## config.mk

```make
export PLATFORM = sky130hd
export DESIGN_NAME = bpm_link_arbiter_flat
export DESIGN_NICKNAME = d
export VERILOG_FILES = /design/src/rtl/bpm_link_arbiter_pkg.sv /design/src/rtl/bpm_link_arbiter_if.sv /design/src/rtl/bpm_link_arbiter_rr_select.sv /design/src/rtl/bpm_link_arbiter.sv /design/src/flat_wrapper.sv
export SDC_FILE = /design/constraint.sdc
export NUM_CORES = 1
export LEC_CHECK = 0
export CELL_PAD_IN_SITES_DETAIL_PLACEMENT = 1
export CELL_PAD_IN_SITES_GLOBAL_PLACEMENT = 1
export CORE_ASPECT_RATIO = 1.75
export CORE_UTILIZATION = 23
export DETAILED_ROUTE_END_ITERATION = 10
export PLACE_DENSITY = 0.95
export SLEW_MARGIN = 15
export SYNTH_ARGS = -nofsm -noshare
export SYNTH_HDL_FRONTEND = slang
export SYNTH_SLANG_ARGS = --single-unit
```

## constraint.sdc

```tcl
create_clock -name auroraUserClk -period 4 [get_ports auroraUserClk]
set_input_delay 0.8 -clock auroraUserClk [delete_from_list [all_inputs] [get_ports auroraUserClk]]
set_output_delay 0.8 -clock auroraUserClk [all_outputs]
set_load 0.02 [all_outputs]
```

## src/rtl/bpm_link_arbiter_pkg.sv

```systemverilog
// Shared cell-comm definitions for the BPM link arbiter: arbiter states,
// status codes and BPM packet geometry.
package bpm_link_arbiter_pkg;

    typedef enum logic [1:0] {
        ARB_IDLE    = 2'd0,
        ARB_FORWARD = 2'd1,
        ARB_DRAIN   = 2'd2
    } arb_state_t;

    typedef enum logic [1:0] {
        STATUS_NONE            = 2'd0,
        STATUS_BUDGET_EXCEEDED = 2'd1,
        STATUS_RESERVED_2      = 2'd2,
        STATUS_RESERVED_3      = 2'd3
    } status_code_t;

    localparam int unsigned BPM_TDATA_WIDTH  = 32;
    localparam int unsigned BPM_PACKET_WORDS = 4;

    localparam logic GRANT_LOCAL = 1'b0;
    localparam logic GRANT_PASS  = 1'b1;

endpackage

```

## src/rtl/bpm_link_arbiter_if.sv

```systemverilog
// AXI-stream style packet link (data, valid, last, ready) used for both
// arbiter inputs and the merged Aurora TX output.
interface bpm_link_arbiter_if;
    import bpm_link_arbiter_pkg::*;

    logic [BPM_TDATA_WIDTH-1:0] tdata;
    logic                       tvalid;
    logic                       tlast;
    logic                       tready;

    modport master (output tdata, output tvalid, output tlast, input  tready);
    modport slave  (input  tdata, input  tvalid, input  tlast, output tready);

endinterface

```

## src/rtl/bpm_link_arbiter_rr_select.sv

```systemverilog
// Two-way round-robin choice: with both requesters active the one that did
// not win last time is chosen, otherwise whichever is active.
module bpm_link_rr_select (
    input  logic i_req0,
    input  logic i_req1,
    input  logic i_lastGrant,
    output logic o_grant
);

    logic w_both;

    assign w_both  = i_req0 & i_req1;
    assign o_grant = w_both ? ~i_lastGrant : ~i_req0;

endmodule

```

## src/rtl/bpm_link_arbiter.sv

```systemverilog
// Packet-granular arbiter merging local and forwarded BPM packets onto the
// Aurora TX stream, with a per-FA-cycle packet budget and budget status.
module bpm_link_arbiter
    import bpm_link_arbiter_pkg::*;
#(
    parameter int unsigned PACKET_COUNT_WIDTH = 6,
    parameter              stateDebug         = "false"
) (
    input  logic                          auroraUserClk,
    input  logic                          auroraResetN,
    input  logic                          auroraFAstrobe,
    input  logic                          auroraChannelUp,
    input  logic [PACKET_COUNT_WIDTH-1:0] maxPackets,
    bpm_link_arbiter_if.slave             LOCAL_AXI_STREAM_RX,
    bpm_link_arbiter_if.slave             PASS_AXI_STREAM_RX,
    bpm_link_arbiter_if.master            BPM_TX_AXI_STREAM,
    output logic [PACKET_COUNT_WIDTH-1:0] packetCount,
    output logic                          statusStrobe,
    output logic [1:0]                    statusCode,
    output logic [1:0]                    dbgArbState
);

    (* mark_debug = stateDebug *) arb_state_t r_state;

    logic                          r_grant;
    logic                          r_lastGrant;
    logic                          r_budgetReported;
    logic                          r_statusStrobe;
    status_code_t                  r_statusCode;
    logic [PACKET_COUNT_WIDTH-1:0] r_packetCount;

    logic                       w_rrGrant;
    logic                       w_anyValid;
    logic [BPM_TDATA_WIDTH-1:0] w_selData;
    logic                       w_selValid;
    logic                       w_selLast;
    logic                       w_grantedReady;
    logic                       w_acceptLast;
    logic                       w_countedLast;
    logic                       w_withinBudget;

    bpm_link_rr_select u_rr_select (
        .i_req0      (LOCAL_AXI_STREAM_RX.tvalid),
        .i_req1      (PASS_AXI_STREAM_RX.tvalid),
        .i_lastGrant (r_lastGrant),
        .o_grant     (w_rrGrant)
    );

    assign w_anyValid = LOCAL_AXI_STREAM_RX.tvalid | PASS_AXI_STREAM_RX.tvalid;
    assign w_selData  = (r_grant == GRANT_PASS) ? PASS_AXI_STREAM_RX.tdata  : LOCAL_AXI_STREAM_RX.tdata;
    assign w_selValid = (r_grant == GRANT_PASS) ? PASS_AXI_STREAM_RX.tvalid : LOCAL_AXI_STREAM_RX.tvalid;
    assign w_selLast  = (r_grant == GRANT_PASS) ? PASS_AXI_STREAM_RX.tlast  : LOCAL_AXI_STREAM_RX.tlast;

    // A channel drop stalls the packet in place (valid and ready both low)
    // rather than aborting it; DRAIN swallows beats regardless of the link.
    always_comb begin
        BPM_TX_AXI_STREAM.tdata  = '0;
        BPM_TX_AXI_STREAM.tvalid = 1'b0;
        BPM_TX_AXI_STREAM.tlast  = 1'b0;
        w_grantedReady           = 1'b0;
        case (r_state)
            ARB_FORWARD: begin
                BPM_TX_AXI_STREAM.tdata  = w_selData;
                BPM_TX_AXI_STREAM.tvalid = w_selValid & auroraChannelUp;
                BPM_TX_AXI_STREAM.tlast  = w_selLast;
                w_grantedReady           = BPM_TX_AXI_STREAM.tready & auroraChannelUp;
            end
            ARB_DRAIN: w_grantedReady = 1'b1;
            default:   w_grantedReady = 1'b0;
        endcase
        LOCAL_AXI_STREAM_RX.tready = w_grantedReady & (r_grant == GRANT_LOCAL);
        PASS_AXI_STREAM_RX.tready  = w_grantedReady & (r_grant == GRANT_PASS);
    end

    assign w_acceptLast   = w_selValid & w_selLast & w_grantedReady;
    assign w_countedLast  = (r_state == ARB_FORWARD) & w_acceptLast;
    assign w_withinBudget = (maxPackets == '0) || (r_packetCount < maxPackets);

    always_ff @(posedge auroraUserClk or negedge auroraResetN) begin
        if (!auroraResetN) begin
            r_state          <= ARB_IDLE;
            r_grant          <= GRANT_LOCAL;
            r_lastGrant      <= GRANT_PASS;
            r_budgetReported <= 1'b0;
            r_statusStrobe   <= 1'b0;
            r_statusCode     <= STATUS_NONE;
            r_packetCount    <= '0;
        end else begin
            r_statusStrobe <= 1'b0;

            // The FA strobe restarts the count but still credits a packet
            // whose tlast lands on the same cycle.
            if (auroraFAstrobe) begin
                r_packetCount    <= w_countedLast ? PACKET_COUNT_WIDTH'(1) : '0;
                r_budgetReported <= 1'b0;
            end else if (w_countedLast && (r_packetCount != '1)) begin
                r_packetCount <= r_packetCount + PACKET_COUNT_WIDTH'(1);
            end

            case (r_state)
                ARB_IDLE: begin
                    if (auroraChannelUp && w_anyValid) begin
                        r_grant <= w_rrGrant;
                        if (w_withinBudget) begin
                            r_state <= ARB_FORWARD;
                        end else begin
                            r_state <= ARB_DRAIN;
                            if (!r_budgetReported) begin
                                r_statusStrobe   <= 1'b1;
                                r_statusCode     <= STATUS_BUDGET_EXCEEDED;
                                r_budgetReported <= 1'b1;
                            end
                        end
                    end
                end
                ARB_FORWARD, ARB_DRAIN: begin
                    if (w_acceptLast) begin
                        r_lastGrant <= r_grant;
                        r_state     <= ARB_IDLE;
                    end
                end
                default: r_state <= ARB_IDLE;
            endcase
        end
    end

    assign packetCount  = r_packetCount;
    assign statusStrobe = r_statusStrobe;
    assign statusCode   = r_statusCode;
    assign dbgArbState  = r_state;

endmodule

```

## src/flat_wrapper.sv

```systemverilog
// flat-port wrapper written by rule: the top's interface ports become plain ports
module bpm_link_arbiter_flat import bpm_link_arbiter_pkg::*;
#(
    parameter int unsigned PACKET_COUNT_WIDTH = 6,
    parameter              stateDebug         = "     "
)
  (auroraUserClk, auroraResetN, auroraFAstrobe, auroraChannelUp, maxPackets, packetCount, statusStrobe, statusCode, dbgArbState, LOCAL_AXI_STREAM_RX_tdata, LOCAL_AXI_STREAM_RX_tvalid, LOCAL_AXI_STREAM_RX_tlast, LOCAL_AXI_STREAM_RX_tready, PASS_AXI_STREAM_RX_tdata, PASS_AXI_STREAM_RX_tvalid, PASS_AXI_STREAM_RX_tlast, PASS_AXI_STREAM_RX_tready, BPM_TX_AXI_STREAM_tdata, BPM_TX_AXI_STREAM_tvalid, BPM_TX_AXI_STREAM_tlast, BPM_TX_AXI_STREAM_tready);
  bpm_link_arbiter_if LOCAL_AXI_STREAM_RX_i ();
  bpm_link_arbiter_if PASS_AXI_STREAM_RX_i ();
  bpm_link_arbiter_if BPM_TX_AXI_STREAM_i ();
  input  logic auroraUserClk;
  input  logic auroraResetN;
  input  logic auroraFAstrobe;
  input  logic auroraChannelUp;
  input  logic [PACKET_COUNT_WIDTH-1:0] maxPackets;
  output logic [PACKET_COUNT_WIDTH-1:0] packetCount;
  output logic statusStrobe;
  output logic [1:0] statusCode;
  output logic [1:0] dbgArbState;
  input wire logic [$bits(LOCAL_AXI_STREAM_RX_i.tdata)-1:0] LOCAL_AXI_STREAM_RX_tdata;
  input wire logic [$bits(LOCAL_AXI_STREAM_RX_i.tvalid)-1:0] LOCAL_AXI_STREAM_RX_tvalid;
  input wire logic [$bits(LOCAL_AXI_STREAM_RX_i.tlast)-1:0] LOCAL_AXI_STREAM_RX_tlast;
  output wire logic [$bits(LOCAL_AXI_STREAM_RX_i.tready)-1:0] LOCAL_AXI_STREAM_RX_tready;
  input wire logic [$bits(PASS_AXI_STREAM_RX_i.tdata)-1:0] PASS_AXI_STREAM_RX_tdata;
  input wire logic [$bits(PASS_AXI_STREAM_RX_i.tvalid)-1:0] PASS_AXI_STREAM_RX_tvalid;
  input wire logic [$bits(PASS_AXI_STREAM_RX_i.tlast)-1:0] PASS_AXI_STREAM_RX_tlast;
  output wire logic [$bits(PASS_AXI_STREAM_RX_i.tready)-1:0] PASS_AXI_STREAM_RX_tready;
  output wire logic [$bits(BPM_TX_AXI_STREAM_i.tdata)-1:0] BPM_TX_AXI_STREAM_tdata;
  output wire logic [$bits(BPM_TX_AXI_STREAM_i.tvalid)-1:0] BPM_TX_AXI_STREAM_tvalid;
  output wire logic [$bits(BPM_TX_AXI_STREAM_i.tlast)-1:0] BPM_TX_AXI_STREAM_tlast;
  input wire logic [$bits(BPM_TX_AXI_STREAM_i.tready)-1:0] BPM_TX_AXI_STREAM_tready;
  assign LOCAL_AXI_STREAM_RX_i.tdata = LOCAL_AXI_STREAM_RX_tdata;
  assign LOCAL_AXI_STREAM_RX_i.tvalid = LOCAL_AXI_STREAM_RX_tvalid;
  assign LOCAL_AXI_STREAM_RX_i.tlast = LOCAL_AXI_STREAM_RX_tlast;
  assign LOCAL_AXI_STREAM_RX_tready = LOCAL_AXI_STREAM_RX_i.tready;
  assign PASS_AXI_STREAM_RX_i.tdata = PASS_AXI_STREAM_RX_tdata;
  assign PASS_AXI_STREAM_RX_i.tvalid = PASS_AXI_STREAM_RX_tvalid;
  assign PASS_AXI_STREAM_RX_i.tlast = PASS_AXI_STREAM_RX_tlast;
  assign PASS_AXI_STREAM_RX_tready = PASS_AXI_STREAM_RX_i.tready;
  assign BPM_TX_AXI_STREAM_tdata = BPM_TX_AXI_STREAM_i.tdata;
  assign BPM_TX_AXI_STREAM_tvalid = BPM_TX_AXI_STREAM_i.tvalid;
  assign BPM_TX_AXI_STREAM_tlast = BPM_TX_AXI_STREAM_i.tlast;
  assign BPM_TX_AXI_STREAM_i.tready = BPM_TX_AXI_STREAM_tready;
  bpm_link_arbiter #(.PACKET_COUNT_WIDTH(PACKET_COUNT_WIDTH), .stateDebug(stateDebug)) u_core (.auroraUserClk(auroraUserClk), .auroraResetN(auroraResetN), .auroraFAstrobe(auroraFAstrobe), .auroraChannelUp(auroraChannelUp), .maxPackets(maxPackets), .LOCAL_AXI_STREAM_RX(LOCAL_AXI_STREAM_RX_i), .PASS_AXI_STREAM_RX(PASS_AXI_STREAM_RX_i), .BPM_TX_AXI_STREAM(BPM_TX_AXI_STREAM_i), .packetCount(packetCount), .statusStrobe(statusStrobe), .statusCode(statusCode), .dbgArbState(dbgArbState));
endmodule
```

# Word level (Yosys, flattened, before mapping)
# Index checks and enable logic that the tools add are counted.
# word_totals
ram_bits,0
latch_bits,0
inputBits,79
romBits,0
elab_cells,63
reg_bits,13
n_memories,0
out_inout_bits,47
# op_classes
mux,24
mul,0
n_eq_ne,5
n_addsub,1
bitwise_logic,14
shift,0
order_cmp,1
n_reduce_logical,11
div_mod_pow,0
# ops
op,n
2-to-1 mux 32 bit,2
2-to-1 mux 1 bit,15
2-to-1 mux 6 bit,2
AND 1 bit,8
adder 6 x 1 -> 6 bit (second input constant),1
logical NOT 6 bit,1
less-than comparator 6 bit,1
2-to-1 mux 2 bit,3
inequality test 6 bit (second input constant),1
AND reduction 2 bit,3
inverter 1 bit,5
inequality test 2 x 1 -> 1 bit (second input constant),2
case mux 2 bit (2 select lines),1
AND reduction 4 bit,1
== test 2 x 1 -> 1 bit (second input constant),1
== test 2 bit (second input constant),1
logical AND 1 bit,2
logical NOT 2 bit,1
case mux 1 bit (2 select lines),1
nonzero test 2 bit,1
OR reduction 2 bit,1
logical OR 1 bit,1
OR 1 bit,1

# Longest topological paths before layout
# logic_depth
word_depth,7
ltp_mapped,7
depth_no_buf,7

# Hierarchy
# From an unflattened synthesis, not the netlist that was laid out.
# hier_totals
hier_cells,171
hier_area_um2,1457.6
# modules_own_cells
mod,cells_each,seq_area_each_um2,instances,area_each_um2
bpm_link_arbiter,169,326.6,1,1445.1
bpm_link_rr_select,2,0.0,1,12.5

# Worst setup path before layout
# No wires, ideal clock.
# synth_timing
path_kind,flip-flop to output port
start,"register u_core.r_state[1], in the netlist u_core.dbgArbState[1]"
end,output BPM_TX_AXI_STREAM_tvalid
setup_slack_ns,1.742
path_stages_with_launch,6
n_path_buf,1
t_required_ns,3.200
t_arrival_ns,1.458
path_cell_list,dfrtp_1 -> inv_1 -> ha_1 -> clkbuf_1 -> nand2_1 -> nor2_1
# synth_between
elab_chain_len,2
# synth_rtl
item,line_no,text
from (decl),bpm_link_arbiter.sv:23,(* mark_debug = stateDebug *) arb_state_t r_state;
from (signal assigned),bpm_link_arbiter.sv:81,r_state <= ARB_IDLE;
from (signal assigned),bpm_link_arbiter.sv:105,r_state <= ARB_FORWARD;
from (signal assigned),bpm_link_arbiter.sv:107,r_state <= ARB_DRAIN;
== test 2 x 1 -> 1 bit,bpm_link_arbiter.sv:61,case (r_state)
2-to-1 mux 1 bit,bpm_link_arbiter.sv:61,
to (decl),flat_wrapper.sv:29,output wire logic [$bits(BPM_TX_AXI_STREAM_i.tvalid)-1:0] BPM_TX_AXI_STREAM_tvalid;
# Every way passes these cells.

# Worst setup path after layout
# layout_timing
start,input auroraChannelUp
end,output LOCAL_AXI_STREAM_RX_tready
# layout_between
elab_chain_len,3
# layout_rtl
item,line_no,text
from (decl),flat_wrapper.sv:14,input logic auroraChannelUp;
AND 1 bit,bpm_link_arbiter.sv:66,w_grantedReady = BPM_TX_AXI_STREAM.tready & auroraChannelUp;
case mux 1 bit (2 select lines),bpm_link_arbiter.sv:61,
AND 1 bit,bpm_link_arbiter.sv:71,LOCAL_AXI_STREAM_RX.tready = w_grantedReady & (r_grant == GRANT_LOCAL);
to (decl),flat_wrapper.sv:23,output wire logic [$bits(LOCAL_AXI_STREAM_RX_i.tready)-1:0] LOCAL_AXI_STREAM_RX_tready;
# Every way passes these cells.

==> impl_metrics.env <==
export IMPL_fill_cells=738
export IMPL_grt_overflow=0
export IMPL_path_cells="clkdlybuf4s50_1, a31o_4, nand2_1, nor2_1, clkdlybuf4s50_1"
export IMPL_skew_ns=0.00242
export IMPL_setup_viol=0
export IMPL_top_layer="met4"
export IMPL_grt_pass1_wl_mm=8.89
export IMPL_cts_buffers_inserted=3
export IMPL_worstMarginPinSlew_ns=1.05
export IMPL_yosysUniqueCellTypes=36
export IMPL_syn_inst=173
export IMPL_final_hold_viol_count=0
export IMPL_core_area_um2=6280
export IMPL_start_util=0.241
export IMPL_slew_headroom=0.300
export IMPL_vias_per_cell=4.77
export IMPL_post_drt_wl_per_cell_um=15.7
export IMPL_wl_mm=5.87
export IMPL_wl_met1_mm=2.19
export IMPL_slew_viol_final=0
export IMPL_finalSetupTns_ns=0
export IMPL_tritoncts="yes"
export IMPL_path_class="input port to output port"
export IMPL_drive_above_1_share=0.0512
export IMPL_critPathLaunchType="input port"
export IMPL_area_growth_synth_to_final_pct=89.5
export IMPL_critPathTopFamily="buffers and inverters"
export IMPL_post_cts_buffers=0
export IMPL_p_per_area_nw_per_um2=421
export IMPL_routed_wl_met3_um=444
export IMPL_track_usage=0.164
export IMPL_wl_met2_mm=3.17
export IMPL_cts_resized=0
export IMPL_cp_common_cell="clkdlybuf4s50_1"
export IMPL_grt_max_degree=41
export IMPL_final_common_cell="clkdlybuf4s50_1"
export IMPL_max_stage_delay_ns=0.64
export IMPL_dr_total_vias=1778
export IMPL_grt_pass1_vias=1791
export IMPL_crit_required_ns=3.20
export IMPL_avgSynthCellArea_um2=8.74
export IMPL_clk_pin_slew_worst_paths_ns=0.06
export IMPL_dpl_hpwl_mm=4.83
export IMPL_reg2reg_from="u_core.r_grant"
export IMPL_seq_area_frac_synth=0.216
export IMPL_synth_fp_nets=261
export IMPL_hold_path_startpoint="u_core.statusCode[0]"
export IMPL_n_antenna_cell=0
export IMPL_worstSetupEndpointType="output port"
export IMPL_worstHoldPathCells=2
export IMPL_fin_crit_sh=0.802
export IMPL_path_buf_inv=2
export IMPL_reg2reg_slack_ns=1.72
export IMPL_final_cell_mix="clkdlybuf4s50_1 (124), mux2i_1 (34), nor2b_1 (33)"
export IMPL_fin_crit_ns=3.21
export IMPL_fin_cells=373
export IMPL_crit_arrival_ns=2.41
export IMPL_syn_area_um2=1510
export IMPL_yosysWarnings=0
export IMPL_p_leak_nw=1.21
export IMPL_ios=126
export IMPL_clk_path_buf_depth=2
export IMPL_clkLatencyLatePin_ns=0.25
export IMPL_cts_root_buf="clkbuf_8"
export IMPL_drtIter0Drc=45
export IMPL_nets=382
export IMPL_whs_endpoint="u_core.statusCode[0]"
export IMPL_maxCapViolations=0
export IMPL_yosys_area_top_type_share=0.225
export IMPL_run_status="completed"
export IMPL_synth_seq_cells=13
export IMPL_dr_pass1_iters=3
export IMPL_numPortBuffers=124
export IMPL_fp_dieW_um=63.3
export IMPL_min_path_type="flop to flop"
export IMPL_ir_worst_vdd_v=0.000219
export IMPL_rows=38
export IMPL_drcViolationCount=0
export IMPL_synth_largest_area_cell="mux2i_1"
export IMPL_die_area_um2=6910
export IMPL_ant_nets=0
export IMPL_max_freq_mhz=312
export IMPL_die_y_um=109
export IMPL_dp_cells=369
export IMPL_hold_ws_ns=0.499
export IMPL_synth_area_leaders="mux2i_1 (23%), dfrtp_1 (20%), nor2b_1 (14%), ha_1 (7.5%), nor2_1 (3.7%)"
export IMPL_antenna_found_initial=0
export IMPL_crit_fanout=5
export IMPL_htreeDepth=1
export IMPL_critPathSlowestCell="clkdlybuf4s50_1"
export IMPL_gp_congestion=0.768
export IMPL_postCtsHoldBufs=0
export IMPL_cts_sinks=13
export IMPL_r2r_end="u_core.packetCount[2]"
export IMPL_post_route_util=0.456
export IMPL_rsz0062_at_grt="no"
export IMPL_r2r_cells=5
==> where the power goes <==
part           switching (mW)  internal [mW]
combinational           0.370          0.467
sequential             0.0960          0.150
clock                  0.0517         0.0706
total                   0.518          0.687
==> tightest hold or removal path, stage by stage, from the launching register on <==
cell and delay, ns:
dfrtp_1 0.35, inv_1 0.05, o41ai_1 0.06
==> area by class of cell <==
class                      count  area, µm²  area share
tap                           80        100      0.0349
timing repair buffer         125       1250       0.436
clock buffer                   4       45.0      0.0157
multi-input combinational    140       1100       0.384
sequential                    13        328       0.114
inverter                      11       41.3      0.0144
==> Yosys cell counts, drive strengths merged <==
cell type   n
dfstp       1
nand4       1
nand2      10
ha          9
nand2b      2
nor2       15
or4         1
o32ai       2
a31oi       1
mux2i      34
and3        2
a41oi       1
dfrtp      12
mux2        1
and3b       1
nor4        2
nor3b       1
buf         6
o2111ai     1
nand3       2
inv        11
o2bb2ai     1
a31o        1
o21ai       4
nor2b      33
nor3        2
a32o        1
clkbuf      3
xnor2       4
a21oi       5
conb        1
o41ai       2
==> sequential cells by signal, indices dropped and copies added (netlist names) <==
signal / flops
u_core.r_grant: 1
u_core.r_budgetReported: 1
u_core.packetCount: 6
u_core.statusStrobe: 1
u_core.dbgArbState: 2
u_core.r_lastGrant: 1
u_core.statusCode: 1
==> worst max path at each step <==
stage | cells past startpoint | slack (ns) | from | endpoint
5_1_grt | 6 | 0.65 | u_core.dbgArbState[1] | BPM_TX_AXI_STREAM_tvalid
3_5_place_dp | 5 | 0.79 | auroraChannelUp | LOCAL_AXI_STREAM_RX_tready
4_1_cts | 5 | 0.79 | auroraChannelUp | LOCAL_AXI_STREAM_RX_tready
2_1_floorplan | 5 | 1.74 | u_core.dbgArbState[1] | BPM_TX_AXI_STREAM_tvalid
6_report | 5 | 0.79 | auroraChannelUp | LOCAL_AXI_STREAM_RX_tready
3_3_place_gp | 5 | 0.84 | auroraChannelUp | LOCAL_AXI_STREAM_RX_tready
==> kinds of logic (layout without fill, tap and decap cells) <==
logic type / Yosys count / in the layout / synth area share
AO/OA/AOI/OAI: 19 / 19 / 0.117
XOR/XNOR: 4 / 4 / 0.0232
adder cells (fa/ha/maj): 9 / 9 / 0.0745
buffers and inverters: 20 / 140 / 0.0555
flip-flops: 13 / 13 / 0.216
multiplexers: 35 / 35 / 0.233
other: 1 / 1 / 0.00248
AND/OR/NAND/NOR: 72 / 72 / 0.279
==> routing by layer <==
layer	vias to the layer above	global-route usage
li1	838	-
met1	843	0.173
met2	90	0.323
met3	7	0.0303
met4	0	0.0455
met5	-	0
==> per-stage QoR <==
step	worst slack [ns]	power, mW	cell area, µm²
3_3_place_gp	0.843	1.07	2820
2_1_floorplan	1.74	0.708	1510
4_1_cts	0.786	1.22	2860
3_5_place_dp	0.786	1.09	2820
5_1_grt	0.647	1.28	2860
6_report	0.793	1.21	2860
Note: power is estimated with default switching activity, not from simulation.
